`src/rtl/mem_pkg.sv`:
```
// Shared data-memory definitions: arbiter states and addressing-control encodings.
package mem_pkg;

  localparam int unsigned CTRL_BITS = 3;

  typedef enum logic {
    ARB    = 1'b0,
    LOCKED = 1'b1
  } arb_state_t;

  localparam logic [CTRL_BITS-1:0] CTRL_B  = 3'b000;
  localparam logic [CTRL_BITS-1:0] CTRL_H  = 3'b001;
  localparam logic [CTRL_BITS-1:0] CTRL_W  = 3'b010;
  localparam logic [CTRL_BITS-1:0] CTRL_BU = 3'b100;
  localparam logic [CTRL_BITS-1:0] CTRL_HU = 3'b101;

endpackage

```
`src/rtl/dmem_arbiter.sv`:
```
// Data-memory arbiter: CPU (port 0) priority, DMA (port 1) starvation guard
// and bounded burst lock. One access per cycle, registered load data.
module dmem_arbiter
  import mem_pkg::*;
#(
  parameter int unsigned XLEN         = 32,
  parameter int unsigned STARVE_LIMIT = 8,
  parameter int unsigned MAX_LOCK     = 4
) (
  input  logic                 clk,
  input  logic                 rst,
  input  logic                 req0,
  input  logic                 req1,
  input  logic                 we0,
  input  logic                 we1,
  input  logic [XLEN-1:0]      addr0,
  input  logic [XLEN-1:0]      addr1,
  input  logic [XLEN-1:0]      wdata0,
  input  logic [XLEN-1:0]      wdata1,
  input  logic [CTRL_BITS-1:0] ctrl0,
  input  logic [CTRL_BITS-1:0] ctrl1,
  input  logic                 lock1,
  output logic                 gnt0,
  output logic                 gnt1,
  output logic                 rvalid0,
  output logic                 rvalid1,
  output logic [XLEN-1:0]      rdata0,
  output logic [XLEN-1:0]      rdata1,
  output logic                 mem_we,
  output logic [XLEN-1:0]      mem_addr,
  output logic [XLEN-1:0]      mem_wd,
  output logic [CTRL_BITS-1:0] mem_ctrl,
  input  logic [XLEN-1:0]      mem_rd
);

  localparam int unsigned WAIT_W = $clog2(STARVE_LIMIT + 1);
  localparam int unsigned BEAT_W = $clog2(MAX_LOCK + 1);

  arb_state_t        state_q, state_d;
  logic [WAIT_W-1:0] wait_q, wait_d;
  logic [BEAT_W-1:0] beat_q, beat_d;

  // Grant decision, next state, counters and memory-port mux.
  always_comb begin
    gnt0     = 1'b0;
    gnt1     = 1'b0;
    state_d  = state_q;
    beat_d   = beat_q;
    wait_d   = wait_q;
    mem_we   = 1'b0;
    mem_addr = addr0;
    mem_wd   = wdata0;
    mem_ctrl = ctrl0;

    if (!rst) begin
      case (state_q)
        ARB: begin
          if (req1 && (wait_q == WAIT_W'(STARVE_LIMIT))) begin
            gnt1 = 1'b1;
          end else if (req0) begin
            gnt0 = 1'b1;
          end else if (req1) begin
            gnt1 = 1'b1;
          end
          if (gnt1 && lock1) begin
            state_d = LOCKED;
            beat_d  = BEAT_W'(1);
          end
        end
        LOCKED: begin
          if (req1 && lock1 && (beat_q < BEAT_W'(MAX_LOCK))) begin
            gnt1   = 1'b1;
            beat_d = beat_q + BEAT_W'(1);
          end else begin
            // Exit burst: give the cycle to the CPU, DMA must re-win in ARB.
            gnt0    = req0;
            state_d = ARB;
            beat_d  = '0;
          end
        end
        default: begin
          state_d = ARB;
          beat_d  = '0;
        end
      endcase
    end

    if (gnt1 || !req1) begin
      wait_d = '0;
    end else if (wait_q < WAIT_W'(STARVE_LIMIT)) begin
      wait_d = wait_q + WAIT_W'(1);
    end

    if (gnt1) begin
      mem_we   = we1;
      mem_addr = addr1;
      mem_wd   = wdata1;
      mem_ctrl = ctrl1;
    end else begin
      mem_we   = we0 & gnt0;
    end
  end

  // FSM, counters and load-response registers.
  always_ff @(posedge clk) begin
    if (rst) begin
      state_q <= ARB;
      wait_q  <= '0;
      beat_q  <= '0;
      rvalid0 <= 1'b0;
      rvalid1 <= 1'b0;
      rdata0  <= '0;
      rdata1  <= '0;
    end else begin
      state_q <= state_d;
      wait_q  <= wait_d;
      beat_q  <= beat_d;
      rvalid0 <= gnt0 & ~we0;
      rvalid1 <= gnt1 & ~we1;
      if (gnt0 && !we0) rdata0 <= mem_rd;
      if (gnt1 && !we1) rdata1 <= mem_rd;
    end
  end

endmodule

```
`config.mk`:
```
export PLATFORM = sky130hd
export DESIGN_NAME = dmem_arbiter
export DESIGN_NICKNAME = d
export VERILOG_FILES = /design/src/rtl/mem_pkg.sv /design/src/rtl/dmem_arbiter.sv
export SDC_FILE = /design/constraint.sdc
export NUM_CORES = 1
export LEC_CHECK = 0
export BUFFER_PORTS_ARGS = -buffer_cell sky130_fd_sc_hd__buf_4
export CAP_MARGIN = 10
export CORE_MARGIN = 1
export CORE_UTILIZATION = 30
export DETAILED_ROUTE_END_ITERATION = 10
export GPL_TIMING_DRIVEN = 1
export HOLD_SLACK_MARGIN = 0.15
export PLACE_DENSITY = 0.74
export SETUP_SLACK_MARGIN = 0.4
export SLEW_MARGIN = 30
export SYNTH_ARGS = -nofsm -noshare
export SYNTH_HDL_FRONTEND = slang
export SYNTH_SLANG_ARGS = --single-unit
```
`constraint.sdc`:
```
create_clock -name clk -period 1.8 [get_ports clk]
set_input_delay 0.18 -clock clk [delete_from_list [all_inputs] [get_ports clk]]
set_output_delay 0.18 -clock clk [all_outputs]
set_load 0.05 [all_outputs]
```
Word level (Yosys, flattened, before mapping)
Cells that the tools add are included.
Widths: inputs -> output; s select.
{"block": "classes", "n_addsub": 2, "order_cmp": 2, "eq_ne": 2, "muxes": 22, "n_bitwise": 6, "reduce_logical": 11}
{"operator": "$mux 32", "n": 2}
{"operator": "$mux 1", "n": 13}
{"operator": "$mux 3", "n": 3}
{"operator": "$logic_and 1x1->1", "n": 6}
{"operator": "$pmux 1 s2", "n": 3}
{"operator": "$pmux 3 s2", "n": 1}
{"operator": "$add 4x1->4 const B", "n": 1}
{"operator": "$eq 4x4->1 const B", "n": 1}
{"operator": "$lt 4x4->1 const B", "n": 1}
{"operator": "$add 3x1->3 const B", "n": 1}
{"operator": "$and 1x1->1", "n": 3}
{"operator": "$logic_not 1->1", "n": 3}
{"operator": "$lt 3x3->1 const B", "n": 1}
{"operator": "$not 1->1", "n": 3}
{"operator": "$ne 2x2->1 const B", "n": 1}
{"operator": "$reduce_or 2->1", "n": 1}
{"operator": "$logic_or 1x1->1", "n": 1}
{"block": "word_totals", "register_bits": 74, "input_bits": 173, "out_inout_bits": 136, "wordCells": 52}

Depth between registers and ports, before layout
Gate-level depths: netlist of the first run.
{"block": "logic_depth", "depth_word": 9, "mapped_depth": 10, "mapped_depth_nobuf": 6}

Least setup slack after synthesis of the first run
No wires, ideal clock.
{"block": "synth_path", "path_type": "reg-to-output", "startpoint": "reg wait_q[0]", "endpoint": "out mem_we", "t_arrival_ns": 2.190, "required_ns": 1.620, "slack_ns": -0.570, "path_stages_with_launch": 11, "n_path_buf": 4, "cell_sequence": "dfxtp_1 inv_1 ha_1 nand4bb_1 buf_2 a31o_1 buf_6 buf_6 buf_6 inv_1 a22o_1"}
{"block": "synth_via", "elab_chain_cells": 8, "elab_cells_between_ends": 12, "classes_between": "1 x eq/ne; 9 x mux; 1 x bitwise; 1 x reduce/logical"}
{"element": "from (decl)", "line": "dmem_arbiter.sv:40", "text": "logic [WAIT_W-1:0] wait_q, wait_d;"}
{"element": "from (signal assigned)", "line": "dmem_arbiter.sv:116", "text": "wait_q <= wait_d;"}
{"element": "$eq 4x4->1", "line": "dmem_arbiter.sv:58", "text": "if (req1 && (wait_q == WAIT_W'(STARVE_LIMIT))) begin"}
{"element": "$logic_and 1x1->1", "line": "dmem_arbiter.sv:58"}
{"element": "$mux 1", "line": "dmem_arbiter.sv:58"}
{"element": "$mux 1", "line": "dmem_arbiter.sv:56", "text": "case (state_q)"}
{"element": "$mux 1", "line": "dmem_arbiter.sv:55", "text": "if (!rst) begin"}
{"element": "$pmux 1 s2", "line": "dmem_arbiter.sv:56"}
{"element": "$mux 1", "line": "dmem_arbiter.sv:55"}
{"element": "named net gnt1", "line": "dmem_arbiter.sv:24", "text": "output logic gnt1,"}
{"element": "$mux 1", "line": "dmem_arbiter.sv:94", "text": "if (gnt1) begin"}
{"element": "to (decl)", "line": "dmem_arbiter.sv:29", "text": "output logic mem_we,"}
The timed path passes the listed nets, and every way through them passes these cells. The select of a mux whose other input is x is not followed.

Worst setup path in the final report of the first run
{"block": "layout_path", "startpoint": "reg wait_q[1]", "endpoint": "out mem_we"}
{"block": "layout_via", "elab_chain_cells": 8, "elab_cells_between_ends": 12, "classes_between": "1 x eq/ne; 9 x mux; 1 x bitwise; 1 x reduce/logical"}
{"element": "$eq 4x4->1 (*)", "line": "dmem_arbiter.sv:58"}
{"element": "$logic_and 1x1->1 (*)", "line": "dmem_arbiter.sv:58"}
{"element": "$mux 1", "line": "dmem_arbiter.sv:58"}
{"element": "$mux 1", "line": "dmem_arbiter.sv:56"}
{"element": "$mux 1", "line": "dmem_arbiter.sv:55"}
{"element": "$pmux 1 s2", "line": "dmem_arbiter.sv:56"}
{"element": "$mux 1", "line": "dmem_arbiter.sv:55"}
{"element": "$mux 1 (*)", "line": "dmem_arbiter.sv:94"}
Every way passes the cells marked *; elsewhere a longest branch is shown, timed or not. The select of a mux whose other input is x is not followed.

==> results of run 1 <==
## cell type report
class / count / area [um2] / share of cell area, %
antenna: 1 / 2.50 / 0.0276
inverter: 6 / 26.3 / 0.290
sequential: 74 / 1480 / 16.4
clock buffer: 10 / 239 / 2.63
timing repair buffer: 405 / 3840 / 42.3
multi-input combinational: 303 / 3170 / 34.9
tap: 184 / 230 / 2.54
clock inverter: 6 / 87.6 / 0.965
## worst paths after layout
kind | slack [ns] | cells after the start | end | startpoint
worst min register to register | 0.51 | 2 | beat_q[0]$_SDFFE_PP0P_ | beat_q[0]$_SDFFE_PP0P_
worst max-delay path | -0.47 | 9 | mem_we | wait_q[1]$_SDFFE_PP0N_
worst max register to register | -0.38 | 11 | rdata0[29]$_SDFFE_PP0P_ | wait_q[1]$_SDFFE_PP0N_
worst min-delay path | 0.16 | 3 | beat_q[0]$_SDFFE_PP0P_ | req1
## logic make-up (layout without fill, tap and decap cells)
kind of cell | after synthesis | count (layout) | share of synthesized area, %
XOR/XNOR | 2 | 2 | 0.394
AO/OA/AOI/OAI | 44 | 44 | 9.42
other | 0 | 1 | 0
adder cells (fa/ha/maj) | 3 | 3 | 0.843
AND/OR/NAND/NOR | 154 | 154 | 24.4
flip-flops | 74 | 74 | 33.3
buffers and inverters | 52 | 427 | 5.71
multiplexers | 100 | 100 | 25.9
## flip-flops by register name (all words and copies together) (netlist names)
name     flops
rvalid0      1
rdata1      32
rvalid1      1
beat_q       3
rdata0      32
state_q      1
wait_q       4
## layer usage
layer	up-vias	track usage [%]	wire, um
met5	-	0	0
met4	0	6.33	233
met3	26	5.86	1550
met2	239	39.9	9870
met1	2520	31.7	8670
li1	2346	-	-
## metrics by stage
stage                     utilization (%)  hold slack [ns]  total power, mW
after global placement               50.6            0.418             3.77
after floorplan                         -            0.323             3.06
after detailed placement             50.6            0.419             3.79
after global routing                 62.7            0.166             6.26
after CTS                            60.7            0.170             6.02
final                                62.7            0.160             6.07
## worst reg2reg max path, delay by kind of cell, from the launching register on
family                   cells  cell delay [ns]
AO/OA/AOI/OAI                1             0.25
adder cells (fa/ha/maj)      1             0.15
buffers and inverters        7             0.87
flip-flops                   1             0.32
multiplexers                 1             0.31
AND/OR/NAND/NOR              1             0.16
## synth_stat cells
library cell,instances,area (um2)
sky130_fd_sc_hd__a21oi_1,3,15.0
sky130_fd_sc_hd__a221o_1,32,320
sky130_fd_sc_hd__a22o_1,1,8.76
sky130_fd_sc_hd__a22oi_1,1,7.51
sky130_fd_sc_hd__a311oi_1,1,8.76
sky130_fd_sc_hd__a31o_1,1,8.76
sky130_fd_sc_hd__a31oi_1,1,6.26
sky130_fd_sc_hd__and4_1,32,280
sky130_fd_sc_hd__and4b_1,1,10.0
sky130_fd_sc_hd__buf_2,8,40.0
sky130_fd_sc_hd__buf_4,3,22.5
sky130_fd_sc_hd__buf_6,5,56.3
sky130_fd_sc_hd__clkbuf_1,30,113
sky130_fd_sc_hd__dfxtp_1,74,1480
sky130_fd_sc_hd__ha_1,3,37.5
sky130_fd_sc_hd__inv_1,6,22.5
sky130_fd_sc_hd__mux2_2,91,1020
sky130_fd_sc_hd__mux2_4,8,120
sky130_fd_sc_hd__mux2i_1,1,10.0
sky130_fd_sc_hd__nand2_1,2,7.51
sky130_fd_sc_hd__nand2b_1,3,18.8
sky130_fd_sc_hd__nand3_1,2,10.0
sky130_fd_sc_hd__nand3b_1,3,22.5
sky130_fd_sc_hd__nand4b_1,1,8.76
sky130_fd_sc_hd__nand4bb_1,1,11.3
sky130_fd_sc_hd__nor2_1,2,7.51
sky130_fd_sc_hd__nor2b_1,67,419
sky130_fd_sc_hd__nor3_1,4,20.0
sky130_fd_sc_hd__nor3b_1,34,255
sky130_fd_sc_hd__nor4bb_1,1,10.0
sky130_fd_sc_hd__o311a_1,1,10.0
sky130_fd_sc_hd__o311ai_0,1,8.76
sky130_fd_sc_hd__o311ai_2,1,16.3
sky130_fd_sc_hd__o41ai_1,1,8.76
sky130_fd_sc_hd__or2_1,1,6.26
sky130_fd_sc_hd__xnor2_1,1,8.76
sky130_fd_sc_hd__xor2_1,1,8.76
## power by group
part / internal [mW] / switching [mW] / total (mW)
clock network: 1.25 / 0.729 / 1.98
registers: 1.73 / 0.0490 / 1.78
logic: 1.06 / 1.24 / 2.30
total: 4.05 / 2.02 / 6.07
## repair_timing
item | in CTS | in global routing
buffers inserted | 19 | 7
hold buffers | 34 | 0
gates cloned | 8 | 6
resized for setup | 114 | 27
pin swaps | 32 | 4
hold endpoints to repair | 37 | 0
endpoints found under the setup margin | 139 | 143
==> key figures, run 1 <==
Run status
  – Result of the run: finished, violations left
  – Violations in the final reports: negative setup slack

GRT
  – Total grt overflow: 0
  – Total global-route track usage: 24.3%
  – Maximum number of pins on one net before global-route repair: 63
  – Wire length of the first global-routing pass: 27.8 mm
  – Initial antenna violation count: 1
  – Vias in the first global route: 5051

Detailed routing
  – Via Count: 5131
  – Number of detailed-routing iterations run before antenna repair: 4
  – DR DRC count: 0
  – Total wire length: 20.3 mm
  – Detailed-route vias per instance: 5.19
  – Final antenna-violating net count: 0
  – Number of violations reported at the end of detailed-routing iteration 0: 347
  – Avg WL per Cell: 20.6 um

Finish
  – Most common cell after layout, fill and taps aside: sky130_fd_sc_hd__buf_4
  – Most frequent cells in the layout: sky130_fd_sc_hd__buf_4 (256), sky130_fd_sc_hd__mux2_4 (93), sky130_fd_sc_hd__buf_6 (85)
  – Final net count: 975
  – Area delta synth->final: 104%
  – Final Non-Filler Cells: 989
  – Layout cell share with drive strength beyond 1: 63.2%
  – Layout fillers: 1062
  – Area of all placed cells without fillers: 9070 um2

Timing
  – Transition time at the pin with the least slew margin: 0.679 ns
  – Worst rel slew slack: 54.7%
  – Post-Route Skew: 0.00953 ns
  – Count of final setup violators: 103
  – RSZ-0062 raised after global routing: yes
  – Post-layout minimum cycle time: 2.27 ns
  – Total count of max-transition violations in the final report: 0
  – Post-route fraction of the period consumed by the critical path: 126%
  – Crit path setup slack, layout: -0.472 ns
  – Total negative setup slack: -37.70 ns
  – Final-report hold violation count: 0
  – Fmax achieved: 440 MHz

Setup path
  – Critical Path Start Type: flop
  – Most repeated library cell on the critical path: sky130_fd_sc_hd__buf_6
  – Worst Setup Path Type: flop to primary output
  – Count of buffering cells on the critical path with inverters included: 5
  – Crit end category: primary output
  – Worst stage delay on the critical path: 0.32 ns
  – Worst EP arrival: 2.09 ns
  – CP delay by family, top: buffers and inverters
  – Cell Chain, Critical Path: inv_2 -> ha_4 -> buf_6 -> buf_6 -> nand3b_1 -> buf_4 -> o311a_4 -> a22o_4 -> buf_8
  – WP data required: 1.62 ns
  – Crit Path Max Fanout: 2
  – Cell with the largest stage delay on the worst path: sky130_fd_sc_hd__dfxtp_2

Clock tree
  – Bufs on Longest Clock Path: 2
  – CTS clock-pin slew for the worst setup and hold paths: 0.05 ns
  – Clk root buf: sky130_fd_sc_hd__clkbuf_16
  – Clock tree from TritonCTS: built
  – Total clock sinks: 74
  – H-tree levels: 3
  – Later-pin clock latency in the skew report: 0.35 ns
  – Number of buffers created by CTS: 9

Place
  – Final RePlAce weighted congestion: 0.797
  – Post-detailed-placement half-perimeter wirelength: 13.0 mm
  – Post-place setup slack: -0.0697 ns
  – Placed cell area: 7330 um2
  – Buffers on Ports: 308
  – Total placed cells including tap cells: 898

Run
  – Maximum Capacitance Violations: 0

Logic synthesis
  – Synthesized area divided by synthesized cell count: 10.4 um2
  – Net count after synthesis: 605
  – Number of instances in the synthesized netlist: 429
  – Count of cell types in the netlist: 37
  – Netlist Area Pre-Place: 4450 um2
  – Sequential area share after synthesis: 33.3%
  – Count of state elements after synthesis: 74
  – Warning count from the yosys run: 0

Die
  – Die X: 124 um
  – Total die area: 15300 um2
  – Count of boundary I/O pins: 309
  – Die Height: 124 um
  – Floorplan core area: 14500 um2
  – Starting Density: 30.7%
  – FP Rows: 44

Pwr
  – Leakage power summed over all cells: 4.46 nW
  – Max IR drop VDD: 0.000424 V
  – Power density over the cells: 668 nW/um2

Min path
  – Class of the most critical hold timing path: primary input to flop
Power figures use the tool's default switching activity.
==> run 2: changes to the inputs <==
- BUFFER_PORTS_ARGS: -buffer_cell sky130_fd_sc_hd__buf_4 -> unset
- DONT_BUFFER_PORTS: unset -> 1
- PLACE_DENSITY: 0.74 -> 0.55
- REMOVE_ABC_BUFFERS: unset -> 1
==> key figures, run 2 (synthesized netlist as in run 1, its figures left out) <==
Timing
  – Total count of max-transition violations in the final report: 0 (unchanged)
  – Count of final setup violators: 112 (was 103)
  – Fmax achieved: 452 MHz (was 440 MHz)
  – RSZ-0062 raised after global routing: yes (unchanged)
  – Worst rel slew slack: 62.7% (was 54.7%)
  – Crit path setup slack, layout: -0.414 ns (was -0.472 ns)
  – Post-route fraction of the period consumed by the critical path: 123% (was 126%)
  – Transition time at the pin with the least slew margin: 0.559 ns (was 0.679 ns)
  – Post-layout minimum cycle time: 2.21 ns (was 2.27 ns)
  – Final-report hold violation count: 0 (unchanged)
  – Total negative setup slack: -36.41 ns (was -37.70 ns)
  – Post-Route Skew: 0.00780 ns (was 0.00953 ns)

Die
  – Count of boundary I/O pins: 309 (unchanged)
  – Die X: 124 um (unchanged)
  – Floorplan core area: 14500 um2 (unchanged)
  – Total die area: 15300 um2 (unchanged)
  – Starting Density: 30.7% (unchanged)
  – FP Rows: 44 (unchanged)
  – Die Height: 124 um (unchanged)

Place
  – Final RePlAce weighted congestion: 0.904 (was 0.797)
  – Buffers on Ports: 0 (was 308)
  – Post-detailed-placement half-perimeter wirelength: 10.0 mm (was 13.0 mm)
  – Placed cell area: 4980 um2 (was 7330 um2)

Min path
  – Worst Hold Depth: 2 (was 3)
  – Worst hold path endpoint: beat_q[1]$_SDFFE_PP0P_ (was beat_q[0]$_SDFFE_PP0P_)
  – Worst Hold Launch: rst (was req1)
  – Class of the most critical hold timing path: primary input to flop (unchanged)

Clock tree
  – Number of buffers created by CTS: 9 (unchanged)
  – Total clock sinks: 74 (unchanged)
  – Clk root buf: sky130_fd_sc_hd__clkbuf_16 (unchanged)
  – CTS clock-pin slew for the worst setup and hold paths: 0.06 ns (was 0.05 ns)
  – H-tree levels: 3 (unchanged)
  – Clock tree from TritonCTS: built (unchanged)
  – Later-pin clock latency in the skew report: 0.34 ns (was 0.35 ns)
  – Bufs on Longest Clock Path: 2 (unchanged)

Detailed routing
  – Number of detailed-routing iterations run before antenna repair: 4 (unchanged)
  – Met1 Wirelength: 6.91 mm (was 8.67 mm)
  – Final antenna-violating net count: 0 (unchanged)
  – Total wire length: 17.9 mm (was 20.3 mm)
  – Detailed-route vias per instance: 5.64 (was 5.19)
  – Sum of met3 wire segment lengths after detailed routing: 1.59 mm (was 1.55 mm)
  – Met2 Wirelength: 9.21 mm (was 9.87 mm)
  – Via Count: 3919 (was 5131)
  – Number of violations reported at the end of detailed-routing iteration 0: 304 (was 347)
  – Max layer used: met5 (was met4)
  – Avg WL per Cell: 25.8 um (was 20.6 um)
  – DR DRC count: 0 (unchanged)

Setup path
  – CP delay by family, top: buffers and inverters (unchanged)
  – Worst EP arrival: 2.03 ns (was 2.09 ns)
  – Cell Chain, Critical Path: inv_2 -> ha_4 -> nand4bb_1 -> a31o_4 -> buf_12 -> clkbuf_16 -> mux2_4 (was inv_2 -> ha_4 -> buf_6 -> buf_6 -> nand3b_1 -> buf_4 -> o311a_4 -> a22o_4 -> buf_8)
  – Worst Setup Path Type: flop to primary output (unchanged)
  – Capturing point of the worst reg2reg path: rdata0[31]$_SDFFE_PP0P_ (was rdata0[29]$_SDFFE_PP0P_)
  – Worst-case register-to-register setup slack: -0.40 ns (was -0.38 ns)
  – Count of buffering cells on the critical path with inverters included: 3 (was 5)
  – WP data required: 1.62 ns (about the same)
  – Crit Path Max Fanout: 7 (was 2)
  – Cell with the largest stage delay on the worst path: sky130_fd_sc_hd__mux2_4 (was sky130_fd_sc_hd__dfxtp_2)
  – Worst Reg-to-Reg Cells: 12 (was 11)
  – Crit end category: primary output (unchanged)
  – Launching point of the worst reg2reg path: wait_q[1]$_SDFFE_PP0N_ (unchanged)
  – Critical Path Start Type: flop (unchanged)
  – Worst stage delay on the critical path: 0.38 ns (was 0.32 ns)

Finish
  – Final net count: 680 (was 975)
  – Layout cell share with drive strength beyond 1: 40.1% (was 63.2%)
  – Most common cell after layout, fill and taps aside: sky130_fd_sc_hd__mux2_4 (was sky130_fd_sc_hd__buf_4)
  – Area of all placed cells without fillers: 6890 um2 (was 9070 um2)
  – Largest registers ranked by flip-flop count: rdata0 x32, rdata1 x32, wait_q x4 (unchanged)
  – Area delta synth->final: 54.7% (was 104%)
  – Most frequent cells in the layout: sky130_fd_sc_hd__mux2_4 (98), sky130_fd_sc_hd__dfxtp_1 (72), sky130_fd_sc_hd__nor2b_1 (67) (was sky130_fd_sc_hd__buf_4 (256), sky130_fd_sc_hd__mux2_4 (93), sky130_fd_sc_hd__buf_6 (85))

GRT
  – Wire length of the first global-routing pass: 24.5 mm (was 27.8 mm)
  – Maximum number of pins on one net before global-route repair: 43 (was 63)
  – Initial antenna violation count: 3 (was 1)
  – Total global-route track usage: 22.0% (was 24.3%)
  – Total grt overflow: 0 (unchanged)
  – Vias in the first global route: 3918 (was 5051)

Run
  – Maximum Capacitance Violations: 0 (unchanged)

Pwr
  – Leakage power summed over all cells: 3.06 nW (was 4.46 nW)
  – Sum of internal, switching and leakage power: 5.33 mW (was 6.07 mW)
  – Max IR drop VDD: 0.000361 V (was 0.000424 V)
  – Power density over the cells: 774 nW/um2 (was 668 nW/um2)

Run status
  – Violations in the final reports: negative setup slack (unchanged)
  – Result of the run: finished, violations left (unchanged)
run 2: report_power, final:
| part | leakage (nW) | internal [mW] | switching [mW] |
|---|---|---|---|
| registers | 0.605 | 1.73 | 0.363 |
| logic | 2.31 | 0.647 | 0.769 |
| clock network | 0.143 | 1.11 | 0.712 |
run 2: worst max path at each step:
stage | to | from | slack, ns | cells past startpoint
6_report | mem_wd[15] | wait_q[1]$_SDFFE_PP0N_ | -0.41 | 7
5_1_grt | mem_wd[30] | wait_q[1]$_SDFFE_PP0N_ | -0.47 | 7
4_1_cts | mem_addr[15] | wait_q[0]$_SDFFE_PP0N_ | -0.42 | 7
3_5_place_dp | mem_addr[30] | wait_q[0]$_SDFFE_PP0N_ | -0.13 | 7
3_3_place_gp | rdata1[19]$_SDFFE_PP0P_ | wait_q[0]$_SDFFE_PP0N_ | -0.1 | 7
2_1_floorplan | mem_we | wait_q[0]$_SDFFE_PP0N_ | -2.70 | 6
run 2: layout make-up:
type	instances	area, um2
Fill cell	1271	7590
Antenna cell	2	5.00
Sequential cell	74	1480
Multi-Input combinational cell	303	3180
Inverter	6	22.5
Tap cell	184	230
Timing Repair Buffer	110	1670
Clock buffer	12	246
Clock inverter	4	51.3
run 2: layer usage:
metal / GRT usage (%) / up-vias
met1: 26.0 / 1928
li1: - / 1760
met3: 6.09 / 19
met5: 0 / -
met2: 37.7 / 208
met4: 8.36 / 4
run 2: stage by stage:
stage          setup slack, ns  std cells  utilization, %  hold slack, ns
6_report                -0.414        695            47.6           0.160
5_1_grt                 -0.473        694            47.6           0.160
4_1_cts                 -0.423        690            46.8           0.150
3_5_place_dp            -0.129        605            34.4           0.264
3_3_place_gp           -0.0987        605            34.4           0.260
2_1_floorplan            -2.70        383               -           0.249
run 2: what timing repair did:
action / in CTS / in global routing
gates cloned: 12 / 2
setup endpoints to repair: 141 / 144
hold buffers: 39 / 0
pin swaps: 19 / 11
hold endpoints to repair: 42 / 0
gates resized for setup: 153 / 10
setup buffers: 18 / 1
==> run 3: changes to the inputs <==
- RECOVER_POWER: unset -> 50
==> key figures, run 3 (synthesized netlist as in run 1, its figures left out) <==
Run status
  – Result of the run: finished, violations left (unchanged)
  – Violations in the final reports: negative setup slack (unchanged)

GRT
  – Initial antenna violation count: 3 (unchanged)
  – Maximum number of pins on one net before global-route repair: 43 (unchanged)
  – Total global-route track usage: 22.0% (unchanged)
  – Total grt overflow: 0 (unchanged)
  – Wire length of the first global-routing pass: 24.5 mm (unchanged)
  – Vias in the first global route: 3918 (unchanged)

Finish
  – Area delta synth->final: 54.7% (about the same)
  – Area of all placed cells without fillers: 6890 um2 (about the same)
  – Layout cell share with drive strength beyond 1: 39.9% (was 40.1%)
  – Largest registers ranked by flip-flop count: rdata0 x32, rdata1 x32, wait_q x4 (unchanged)
  – Most frequent cells in the layout: sky130_fd_sc_hd__mux2_4 (98), sky130_fd_sc_hd__dfxtp_1 (72), sky130_fd_sc_hd__nor2b_1 (67) (unchanged)
  – Most common cell after layout, fill and taps aside: sky130_fd_sc_hd__mux2_4 (unchanged)
  – Final net count: 680 (unchanged)

Die
  – Starting Density: 30.7% (unchanged)
  – Die X: 124 um (unchanged)
  – Die Height: 124 um (unchanged)
  – Floorplan core area: 14500 um2 (unchanged)
  – Total die area: 15300 um2 (unchanged)
  – FP Rows: 44 (unchanged)
  – Count of boundary I/O pins: 309 (unchanged)

Timing
  – Worst Hold Slack: 0.160 ns (about the same)
  – Post-route fraction of the period consumed by the critical path: 123% (about the same)
  – Count of final setup violators: 112 (unchanged)
  – Total count of max-transition violations in the final report: 0 (unchanged)
  – RSZ-0062 raised after global routing: yes (unchanged)
  – Worst rel slew slack: 52.3% (was 62.7%)
  – Post-Route Skew: 0.00780 ns (unchanged)
  – Crit path setup slack, layout: -0.414 ns (about the same)
  – Final-report hold violation count: 0 (unchanged)
  – Post-layout minimum cycle time: 2.21 ns (about the same)
  – Fmax achieved: 452 MHz (about the same)
  – Transition time at the pin with the least slew margin: 0.716 ns (was 0.559 ns)

Place
  – Post-detailed-placement half-perimeter wirelength: 10.0 mm (unchanged)
  – Buffers on Ports: 0 (unchanged)
  – Placed cell area: 4980 um2 (unchanged)
  – Final RePlAce weighted congestion: 0.904 (unchanged)

Clock tree
  – Number of buffers created by CTS: 9 (unchanged)
  – Bufs on Longest Clock Path: 2 (unchanged)
  – Later-pin clock latency in the skew report: 0.34 ns (about the same)
  – Clock tree from TritonCTS: built (unchanged)
  – CTS clock-pin slew for the worst setup and hold paths: 0.06 ns (about the same)
  – Clk root buf: sky130_fd_sc_hd__clkbuf_16 (unchanged)
  – H-tree levels: 3 (unchanged)
  – Total clock sinks: 74 (unchanged)

Detailed routing
  – Final antenna-violating net count: 0 (unchanged)
  – Number of detailed-routing iterations run before antenna repair: 4 (unchanged)
  – DR DRC count: 0 (unchanged)
  – Via Count: 3923 (was 3919)
  – Total wire length: 17.9 mm (about the same)
  – Avg WL per Cell: 25.8 um (about the same)
  – Detailed-route vias per instance: 5.64 (about the same)
  – Number of violations reported at the end of detailed-routing iteration 0: 304 (unchanged)

Setup path
  – Worst Reg-to-Reg Cells: 12 (unchanged)
  – Launching point of the worst reg2reg path: wait_q[1]$_SDFFE_PP0N_ (unchanged)
  – Critical Path Start Type: flop (unchanged)
  – CP Launch Point: wait_q[1]$_SDFFE_PP0N_ (unchanged)
  – WP data required: 1.62 ns (about the same)
  – Crit Path Max Fanout: 7 (unchanged)
  – Crit end category: primary output (unchanged)
  – Cell with the largest stage delay on the worst path: sky130_fd_sc_hd__mux2_4 (unchanged)
  – Worst stage delay on the critical path: 0.38 ns (about the same)
  – Worst Setup Path Type: flop to primary output (unchanged)
  – Worst EP arrival: 2.03 ns (about the same)
  – Cell Chain, Critical Path: inv_2 -> ha_4 -> nand4bb_1 -> a31o_4 -> buf_12 -> clkbuf_16 -> mux2_4 (unchanged)

Pwr
  – Max IR drop VDD: 0.000360 V (was 0.000361 V)
  – Power density over the cells: 774 nW/um2 (about the same)
  – Leakage power summed over all cells: 3.05 nW (was 3.06 nW)

Run
  – Maximum Capacitance Violations: 0 (unchanged)

Min path
  – Worst Hold Launch: rst (unchanged)
  – Class of the most critical hold timing path: primary input to flop (unchanged)
  – Worst Hold Depth: 2 (unchanged)
run 3: worst paths after layout:
path,to,slack (ns)
worst min register to register,beat_q[0]$_SDFFE_PP0P_,0.50
worst max register to register,rdata0[31]$_SDFFE_PP0P_,-0.40
worst max-delay path,mem_wd[15],-0.41
worst min-delay path,beat_q[1]$_SDFFE_PP0P_,0.16
run 3: metrics by stage:
step / power, mW / TNS (ns) / utilization (%) / setup slack [ns] / std cells
after CTS: 5.35 / -34.62 / 46.8 / -0.423 / 690
after global placement: 3.16 / -6.40 / 34.4 / -0.0987 / 605
after floorplan: 2.91 / -190.00 / - / -2.70 / 383
after detailed placement: 3.17 / -8.22 / 34.4 / -0.129 / 605
after global routing: 5.51 / -43.69 / 47.5 / -0.473 / 694
final: 5.33 / -36.41 / 47.6 / -0.414 / 695
run 3: worst max-delay path, delay by kind of cell, from the launching register on:
kind	cells	cell delay, ns
compound gates	1	0.33
buf+inv	3	0.38
mux	1	0.38
fa+ha+maj	1	0.13
flops	1	0.32
simple gates	1	0.15
run 3: area by class of cell:
cell class,instances,area [um2]
antenna,2,5.00
multi-input combinational,303,3180
clock inverter,4,51.3
timing repair buffer,110,1670
inverter,6,22.5
clock buffer,12,246
fill,1271,7590
sequential,74,1480
tap,184,230
run 3: per-layer routing:
metal	track usage [%]	share of wire, %	wire, um	vias up
li1	-	-	-	1760
met1	26.0	39	6910	1932
met2	37.7	51	9210	208
met3	6.09	8.9	1590	19
met4	8.36	1.1	203	4
met5	0	0.12	22	-
run 3: what timing repair did:
item                                   CTS  global route
setup endpoints to repair              141           144
pin swaps                               19            11
resized for setup                      153            10
endpoints found under the hold margin   42             0
hold buffers                            39             0
setup buffers                           18             1
gates cloned                            12             2
run 3: where the power goes:
group / internal, mW / switching (mW) / total [mW]
combinational: 0.646 / 0.769 / 1.42
sequential: 1.73 / 0.363 / 2.09
clock: 1.11 / 0.712 / 1.82
total: 3.49 / 1.84 / 5.33
